## src/rtl/state_machine_fsm.sv

```systemverilog
// state_machine_fsm: asserts b after RUN_LEN consecutive w=1 samples, counts hits; STATE_MACHINE_STATE_OUT_EN adds state_o
module state_machine_fsm #(
  parameter int RUN_LEN = 2,
  parameter int CNT_W   = 8
) (
  input  logic             clk,
  input  logic             rst,
  input  logic             w,
  output logic             b,
  output logic [CNT_W-1:0] det_count
`ifdef STATE_MACHINE_STATE_OUT_EN
  ,
  output logic [1:0]       state_o
`endif
);
  localparam int RC_W = $clog2(RUN_LEN + 1);
  typedef enum logic [1:0] {S_IDLE = 2'b00, S_RUN = 2'b01, S_HIT = 2'b10} state_t;
  state_t state, state_nx;
  logic [RC_W-1:0] run_cnt, run_nx;
  always_comb begin
    state_nx = S_IDLE;
    run_nx   = '0;
    if (w && state == S_IDLE) begin
      state_nx = (RUN_LEN == 1) ? S_HIT : S_RUN;
      run_nx   = RC_W'(1);
    end else if (w && state == S_RUN) begin
      run_nx   = RC_W'(run_cnt + 1'b1);
      state_nx = (run_nx == RC_W'(RUN_LEN)) ? S_HIT : S_RUN;
    end else if (w && state == S_HIT) begin
      state_nx = S_HIT;
      run_nx   = run_cnt;
    end
  end
  always_ff @(posedge clk or posedge rst) begin
    if (rst) begin
      state     <= S_IDLE;
      run_cnt   <= '0;
      det_count <= '0;
    end else begin
      state   <= state_nx;
      run_cnt <= run_nx;
      if (state_nx == S_HIT && state != S_HIT && det_count != '1) det_count <= det_count + 1'b1;
    end
  end
  assign b = (state == S_HIT);
`ifdef STATE_MACHINE_STATE_OUT_EN
  assign state_o = state;
`endif
endmodule

```

## config.mk

```make
export PLATFORM = sky130hd
export DESIGN_NAME = state_machine_fsm
export DESIGN_NICKNAME = d
export VERILOG_FILES = /design/src/rtl/state_machine_fsm.sv
export SDC_FILE = /design/constraint.sdc
export NUM_CORES = 1
export LEC_CHECK = 0
export BUFFER_PORTS_ARGS = -buffer_cell sky130_fd_sc_hd__buf_2
export CAP_MARGIN = 20
export CORE_AREA = 4 4 41 43
export DETAILED_ROUTE_END_ITERATION = 12
export DIE_AREA = 0 0 45 47
export PLACE_DENSITY = 0.7
export SLEW_MARGIN = 20
export SYNTH_ARGS = -nofsm -noshare
export SYNTH_HDL_FRONTEND = slang
export SYNTH_SLANG_ARGS = --single-unit
```

## constraint.sdc

```tcl
create_clock -name clk -period 1.6 [get_ports clk]
set_clock_uncertainty 0.05 [all_clocks]
set_input_delay 0.08 -clock clk [delete_from_list [all_inputs] [get_ports clk]]
set_output_delay 0.08 -clock clk [all_outputs]
set_load 0.005 [all_outputs]
```

==> results.yml <==
worst_setup_path:
  worstPathRequired_ns: 1.70
  crit_arrival_ns: 1.67
  worstSetupPathType: "reg2reg"
  cp_max_fo: 8
  end_kind: "register"
  worst_setup_path_start_kind: "register"
cells_and_area:
  design_area_um2: 759.5
  fin_nets: 81
  stdcell_count: 89
  final_util: 0.5837
  layout-drive-gt1-share: 0.3243
  insertedDiodeCount: 0
  area_growth_pct: 21.16
die:
  fp.dieW_um: 45
  row_count: 13
  initial_core_util: 0.4817
  ioPinCount: 12
  dieArea_um2: 2115
  die_y_um: 47
  design.core.area_um2: 1301
routing:
  vias: 468
  viasPerCell: 5.258
  routed_wl_um: 1135
  wire_per_inst_um: 12.75
  ant_nets: 0
  drc: 0
  drt_iter0_markers: 3
  dr.pass1.iters: 2
clock_network:
  numCtsBuffers: 3
  clock-sinks: 12
  cts_max_level: 1
  cts_tree: "done"
  clkTransAtPathRegs_ns: 0.07
  cts-root-buf: "clkbuf_4"
  clockBufferDepth: 2
  clk_latency_ns: 0.27
grt:
  overflow: 0
  grt_pass1_vias: 444
  antenna_found_initial: 0
  grt_pass1_wl_um: 2014
  grtUsageTotal: 0.1354
  grt_max_degree: 13
timing:
  setup_violations: 0
  rsz0062_at_grt: "true"
  finalCritPeriodShare: 0.9755
  setup_ws_ns: 0.03919
  drv_slew: 0
  hold_viol_final: 0
  tightest_slew_ns: 0.4567
  maxSlewHeadroom: 0.6952
  tns_ns: 0
  fin_hold_ws_ns: 0.03378
  max_freq_ghz: 0.6407
  period_needed_ns: 1.561
synthesis:
  ys_top_cells_by_area: "dfrtp_1 (48%), ha_1 (4.0%), nand4b_4 (3.8%)"
  synth_cell_types: 27
  synth_seq_cells: 12
  ys_top_cells_by_count: "dfrtp_1 (12), nand2_1 (5), inv_1 (4), nand3_1 (4), nor2_1 (4)"
  syn_nets: 62
  async_reset_ff_frac: 1.000
  syn_inst: 57
  synth_top_flop_cell: "dfrtp_1"
  ys_seq_area_frac: 0.4790
  avgSynthCellArea_um2: 11.00
  synth_edf_count: 0
  synth_top_cell_area_share: 0.4790
  ys_warn_count: 0
  yosys.area.top_type: "dfrtp_1"
  netlist_area_um2: 626.9
  yosys.cell_count.top_type: "dfrtp_1"
power_and_ir_drop:
  clockPowerShare: 0.206
  comb_power_share: 0.303
  power_uw: 875.3
  pwr-share-seq: 0.491
  ir_drop_mv: 0.6079
  p_sw_uw: 280.5
  leakage_nw: 0.3737
  switching_share: 0.3205
  p_per_area_nw_per_um2: 1152
  p_int_uw: 594.7
worst_hold_path:
  hold_class: "in2reg"
placement:
  place_inst: 85
  portBuffers: 11
  dpl_cell_area_um2: 715.7
  dp_slack_ns: 0.04057
  gp_congestion: 0.7590
run_status:
  status: "finished, final reports clean"
flow_run:
  drv_cap: 0
area by class of cell:
cell class                      count  area [um2]
Inverter                            4       15.01
Timing Repair Buffer               14       80.08
Tap cell                           15       18.77
Clock buffer                        3       22.52
Fill cell                         125       541.8
Multi-Input combinational cell     41       322.8
Sequential cell                    12       300.3
routing by layer:
metal,vias to the layer above,global-route usage,wire (um)
met5,-,0,0
met4,0,0.1053,36
met3,5,0.03065,59
met2,11,0.1893,481
met1,217,0.1801,558
li1,235,-,-
state kept, by name, indices dropped and copies added (netlist names):
signal / cells
state: 2
det_count: 8
run_cnt: 2
power by group through the flow:
stage               Sequential, mW  Combinational, mW  Clock (mW)
finish                       0.430              0.266       0.180
global route                 0.443              0.310       0.200
CTS                          0.429              0.266       0.189
detailed placement           0.435              0.261           0
global placement             0.432              0.248           0
floorplan                    0.436              0.131           0
path summary, 6_finish.rpt:
| path | from | endpoint | slack [ns] | cells after the start |
|---|---|---|---|---|
| max | run_cnt[1] | det_count[7] | 0.04 | 5 |
| min | w | state[1] | 0.03 | 2 |
| max reg2reg | run_cnt[1] | det_count[7] | 0.04 | 5 |
| min reg2reg | det_count[4] | det_count[4] | 0.48 | 1 |
| max in group asynchronous | rst | det_count[7] | 0.88 | 3 |
| min in group asynchronous | rst | det_count[3] | 0.30 | 3 |
repair_timing:
| item | 4_1_cts | 5_1_grt |
|---|---|---|
| endpoints found under the hold margin | 12 | 0 |
| resized for setup | 0 | 2 |
| buffers inserted | 0 | 0 |
| hold buffers | 1 | 0 |
| setup endpoints to repair | 0 | 2 |
logic make-up (layout without fill, tap and decap cells):
kind of cell    Yosys count  count (layout)  synth area share
compound gates            7               7           0.07983
xor+xnor                  3               3           0.04192
buf+inv                   4              21           0.02395
mux                       5               5           0.09181
flops                    12              12            0.4790
simple gates             24              24            0.2435
fa+ha+maj                 2               2           0.03991
cell usage in the layout (no fill, tap or decap):
master         synthesis  final
ha_2                   0      1
mux2_4                 1      1
nor4_4                 0      1
inv_1                  4      4
a211oi_1               2      2
mux2_2                 2      2
nand2_1                5      5
nand4b_4               1      1
and2b_2                1      1
nor3b_1                1      1
buf_4                  0      2
ha_1                   2      1
a2bb2oi_1              1      1
a21o_2                 1      1
a21oi_1                1      1
nor2b_1                1      1
xnor2_1                1      1
and4_1                 1      1
xor2_1                 2      2
o21ai_0                1      1
and3_1                 1      1
clkbuf_4               0      3
dfrtp_1               12     12
and2_1                 1      1
and3b_1                1      1
nand3_1                4      4
dlygate4sd3_1          0      1
o21a_1                 1      1
buf_2                  0     11
mux2i_1                2      2
nor2_1                 4      4
nor3_1                 2      2
worst max-delay path, stage by stage, from the launching register on:
cell      delay [ns]
dfrtp_1         0.38
inv_1           0.06
ha_2            0.19
nand4b_4        0.17
nor4_4          0.24
mux2_2          0.35
(Power assumes the default switching activity.)
